==> src/rtl/mem_bus_ctrl.sv <==
// mem_bus_ctrl: turns single-cycle core requests into 4-T-cycle
// external bus accesses with fixed/external wait states and timeout.
module mem_bus_ctrl #(
    parameter int unsigned WAIT_STATES = 0,
    parameter int unsigned TIMEOUT     = 255
) (
    input  logic        clk,
    input  logic        rst,
    input  logic        req,
    input  logic        we,
    input  logic [15:0] addr,
    input  logic [7:0]  wdata,
    output logic [7:0]  rdata,
    output logic        done,
    output logic        err,
    output logic        busy,
    output logic [15:0] mem_addr,
    output logic [7:0]  mem_dout,
    output logic        mem_dout_en,
    input  logic [7:0]  mem_din,
    output logic        mem_cs,
    output logic        mem_oe,
    output logic        mem_we,
    input  logic        mem_wait
);

    typedef enum logic [2:0] {
        IDLE,
        T1,
        T2,
        T3,
        T4
    } state_t;

    localparam logic [3:0] WS = 4'(WAIT_STATES);
    localparam logic [7:0] TO = 8'(TIMEOUT);

    state_t      state;
    logic        is_wr;
    logic [3:0]  wait_cnt;
    logic [7:0]  to_cnt;
    logic [7:0]  to_next;
    logic        to_hit;
    logic        accept;

    assign accept  = req && (state == IDLE || state == T4);
    // Saturate so a disabled timeout never wraps back through zero.
    assign to_next = (to_cnt == 8'hFF) ? to_cnt : to_cnt + 8'd1;
    assign to_hit  = (TIMEOUT != 0) && (to_next == TO);

    // Bus sequencer: state, counters and all registered outputs.
    always_ff @(posedge clk) begin
        if (rst) begin
            state       <= IDLE;
            is_wr       <= 1'b0;
            wait_cnt    <= 4'd0;
            to_cnt      <= 8'd0;
            rdata       <= 8'd0;
            done        <= 1'b0;
            err         <= 1'b0;
            busy        <= 1'b0;
            mem_addr    <= 16'd0;
            mem_dout    <= 8'd0;
            mem_dout_en <= 1'b0;
            mem_cs      <= 1'b0;
            mem_oe      <= 1'b0;
            mem_we      <= 1'b0;
        end else begin
            done <= 1'b0;
            err  <= 1'b0;
            unique case (state)
                IDLE, T4: begin
                    mem_oe      <= 1'b0;
                    mem_we      <= 1'b0;
                    mem_dout_en <= 1'b0;
                    if (accept) begin
                        state    <= T1;
                        mem_addr <= addr;
                        mem_dout <= wdata;
                        is_wr    <= we;
                        mem_cs   <= 1'b1;
                        busy     <= 1'b1;
                    end else begin
                        state  <= IDLE;
                        mem_cs <= 1'b0;
                        busy   <= 1'b0;
                    end
                end
                T1: begin
                    state       <= T2;
                    mem_oe      <= ~is_wr;
                    mem_we      <= is_wr;
                    mem_dout_en <= is_wr;
                    wait_cnt    <= WS;
                    to_cnt      <= 8'd0;
                end
                T2: begin
                    state <= T3;
                end
                T3: begin
                    if (wait_cnt != 4'd0) begin
                        wait_cnt <= wait_cnt - 4'd1;
                    end else if (mem_wait && !to_hit) begin
                        to_cnt <= to_next;
                    end else begin
                        // Leave for T4; abort when the wait ran out.
                        state  <= T4;
                        to_cnt <= mem_wait ? to_next : to_cnt;
                        mem_oe <= 1'b0;
                        mem_we <= 1'b0;
                        done   <= 1'b1;
                        err    <= mem_wait;
                        if (!is_wr) begin
                            rdata <= mem_wait ? 8'hFF : mem_din;
                        end
                    end
                end
                default: begin
                    state       <= IDLE;
                    mem_cs      <= 1'b0;
                    mem_oe      <= 1'b0;
                    mem_we      <= 1'b0;
                    mem_dout_en <= 1'b0;
                    busy        <= 1'b0;
                end
            endcase
        end
    end

endmodule

==> config.mk <==
export PLATFORM = sky130hd
export DESIGN_NAME = mem_bus_ctrl
export DESIGN_NICKNAME = d
export VERILOG_FILES = /design/src/rtl/mem_bus_ctrl.sv
export SDC_FILE = /design/constraint.sdc
export NUM_CORES = 1
export LEC_CHECK = 0
export ABC_AREA = 1
export BUFFER_PORTS_ARGS = -buffer_cell sky130_fd_sc_hd__buf_4
export CAP_MARGIN = 20
export CORE_ASPECT_RATIO = 1.2
export CORE_MARGIN = 5
export CORE_UTILIZATION = 44
export CTS_BUF_LIST = sky130_fd_sc_hd__clkbuf_8
export DETAILED_ROUTE_END_ITERATION = 6
export HOLD_SLACK_MARGIN = 0.05
export PLACE_DENSITY = 0.71
export SYNTH_ARGS = -nofsm -noshare
export SYNTH_HDL_FRONTEND = slang
export SYNTH_SLANG_ARGS = --single-unit
==> constraint.sdc <==
create_clock -name clk -period 2.2 [get_ports clk]
set_input_delay 0 -clock clk [delete_from_list [all_inputs] [get_ports clk]]
set_output_delay 0 -clock clk [all_outputs]
set_load 0.01 [all_outputs]
==> results by group <==
Status
  • Run status: completed

Synthesis
  • Most frequent cell after synthesis: nor2_1
  • Post-Synth Simple-Gate Area: 33.9%
  • Most frequent cells after synthesis: nor2_1, nand2_1, dfxtp_1
  • Register area share after synthesis: 46.0%
  • Main combinational cell family by area after synthesis: simple AND/OR/NAND/NOR gates
  • Mapped Area: 2350 sq um
  • Syn avg cell area: 7.35 sq um
  • Synth warn: 0
  • Synth Area in Adders: 1.60%
  • Post-synth top area share: 46.0%
  • Synth Area in Compound Gates: 11.8%
  • Syn Nets: 360
  • Top post-synthesis cells by area: dfxtp_1, nor2_1, nand2_1, o21ai_0, a21oi_1
  • Post-synth EDFFs: 0
  • Distinct cells, synth: 27
  • Prevailing post-synth register cell: dfxtp_1
  • Post-synthesis xor/xnor area fraction: 0.745%
  • Mux cell area share after synthesis: 0%
  • Asr flop ratio synth: 0%
  • Synth area leader: dfxtp_1
  • Syn Inst Count: 320
  • Yosys reg bits: 54

Detailed routing
  • Via count: 2394
  • DRT Pass-1 Iters: 6
  • Antenna Violating Nets Remaining: 0
  • WL/cell: 12.6 microns
  • Final wirelength: 6060 microns
  • DRC violations left: 0
  • Vias per std cell: 4.97
  • DRT iter0 DRCs: 191

Global routing
  • Grt ovf: 0
  • Vias in the first global route: 2337
  • Largest net degree at the start of global routing: 33
  • All-layer global routing usage: 17.9%
  • First-pass GRT wire length: 10500 microns
  • Antenna violations before repair: 0

Placed design
  • Gpl congestion: 0.809
  • Placed cell area: 2960 sq um
  • DP HPWL: 4150 microns
  • I/O Buffers: 75

Clock tree
  • CTS tree: done
  • CTS Buffer Depth: 2
  • CTS Sinks: 54
  • Clock root buffer: clkbuf_8
  • CTS clock-pin slew for the worst setup and hold paths: 90 ps
  • Clk_lat worst skew: 300 ps
  • H-tree levels: 2
  • CTS Buf Count: 5

Critical path
  • Cell chain of the critical path: ha_2 > nand2_2 > nor2_4 > nand2_4 > nand3_1 > nand3_1 > nor2_1 > nand2_1 > nand2_2 > buf_4 > nand4_1 > a21oi_1
  • Crit-path max cell delay: 420 ps
  • Slowest stage cell, crit path: dfxtp_1
  • Critical-path maximum fanout: 8
  • Stages on worst setup path: 12
  • Kind of critical path: flip-flop to flip-flop
  • WP data required: 2430 ps
  • Critical path capture point type: flip-flop
  • CP Launch Type: flip-flop
  • Cells on worst reg2reg path: 12
  • CP arrival: 2220 ps
  • CP top delay family: simple AND/OR/NAND/NOR gates
  • Worst Path Buf+Inv: 1

STA
  • Setup violations, final: 0
  • Worst slew pin tran: 770 ps
  • RSZ-0062 raised after global routing: false
  • Worst rel slew slack: 48.6%
  • Period utilization: 90.8%
  • Slew Limit Fails: 0
  • Tmin final: 2000 ps
  • Final Hold Fails: 0
  • Clock Skews: 7.20 ps
  • Setup TNS Final: 0 ps
  • Fmax: 500 MHz

Pwr
  • Leak Pwr: 1.49 nW
  • Worst VDD drop: 0.426 mV
  • Pwr Density: 678 nW/um^2

Run
  • Max Cap Violations: 0

Layout
  • Final Net Count: 459
  • Area growth syn-to-layout: 42.0%
  • Final Util: 63.9%
  • Post-route design area: 3340 sq um
  • ANT cells: 0
  • Share of cells above drive strength 1: 26.4%

Die
  • Starting Density: 45.0%
  • CORE AREA: 5230 sq um
  • Die height: 90.1 microns
  • Die width: 76.7 microns
  • Core Rows: 29
  • Die area: 6910 sq um
  • I/O pin total: 76

Min path
  • WHS Path Cells: 3
  • Hold Path Class: input port to flip-flop
worst min-delay path, cell delays in order:
cell and delay, ps:
buf_4 110, nand2_1 130, a21oi_1 90
cell usage in the layout, fill, tap and decap left out, types with 2 or more instances in the layout:
cell type | netlist | layout
nand2_4 | 2 | 2
a22oi_1 | 2 | 2
nand3_1 | 13 | 12
buf_4 | 1 | 79
o21ai_0 | 30 | 30
dlygate4sd3_1 | 0 | 27
nand4_1 | 12 | 12
or2_2 | 9 | 9
a21oi_1 | 19 | 19
clkbuf_8 | 0 | 5
nor2_2 | 3 | 3
dfxtp_1 | 54 | 54
ha_1 | 3 | 2
inv_1 | 17 | 19
nand2_2 | 3 | 3
nor3_1 | 6 | 6
nand2_1 | 59 | 59
nor2_4 | 2 | 2
inv_2 | 3 | 3
nor2_1 | 63 | 63
state kept, by name, summed over array words and instances, names as in the netlist, 3 cells and up:
| signal | cells |
|---|---|
| mem_dout | 8 |
| mem_addr | 16 |
| rdata | 8 |
| wait_cnt | 4 |
| state | 3 |
| to_cnt | 8 |
timing repair:
action,in CTS,in global routing
hold buffers,27,0
endpoints found under the hold margin,42,0
setup buffers,0,0
endpoints found under the setup margin,0,8
resized for setup,0,2
routing by layer:
metal	vias to the layer above	part of all wire [%]	global-route usage, %
met1	1073	41	20.0
li1	1233	-	-
met4	0	1.1	5.54
met5	-	0	0
met3	5	9.7	6.80
met2	83	48	30.8
cell families (layout without fill, tap and decap cells):
kind of cell,count (synthesis),after routing
flops,54,54
fa+ha+maj,3,3
compound gates,53,53
buf+inv,34,134
xor+xnor,2,2
simple gates,174,174
path summary, 6_finish.rpt:
| check | from | end | slack (ps) |
|---|---|---|---|
| worst max-delay path | to_cnt[0] | rdata[3] | 200 |
| worst max register to register | to_cnt[0] | rdata[3] | 200 |
| worst min register to register | mem_dout_en | mem_dout_en | 470 |
| worst min-delay path | req | mem_cs | 70 |
power breakdown:
part | switching [mW] | leakage [nW] | internal, mW
Sequential | 0.0469 | 0.442 | 1.06
Combinational | 0.279 | 0.985 | 0.246
Clock | 0.306 | 0.0607 | 0.332
metrics by stage:
stage / worst slack, ps / total power, mW / hold slack, ps / instances
after floorplan: 426 / 1.40 / 73.5 / 320
after global placement: 210 / 1.60 / 250 / 447
after detailed placement: 85.7 / 1.61 / 257 / 447
final: 202 / 2.27 / 65.1 / 482
after global routing: 26.1 / 2.40 / 105 / 482
after CTS: 74.3 / 2.28 / 60.9 / 482
layout make-up:
| cell class | count | area (sq um) |
|---|---|---|
| Clock buffer | 5 | 68.8 |
| Clock inverter | 3 | 37.5 |
| Fill cell | 474 | 1880 |
| Inverter | 20 | 75.1 |
| Multi-Input combinational cell | 232 | 1140 |
| Sequential cell | 54 | 1080 |
| Tap cell | 62 | 77.6 |
| Timing Repair Buffer | 106 | 863 |
(Power assumes the default switching activity.)
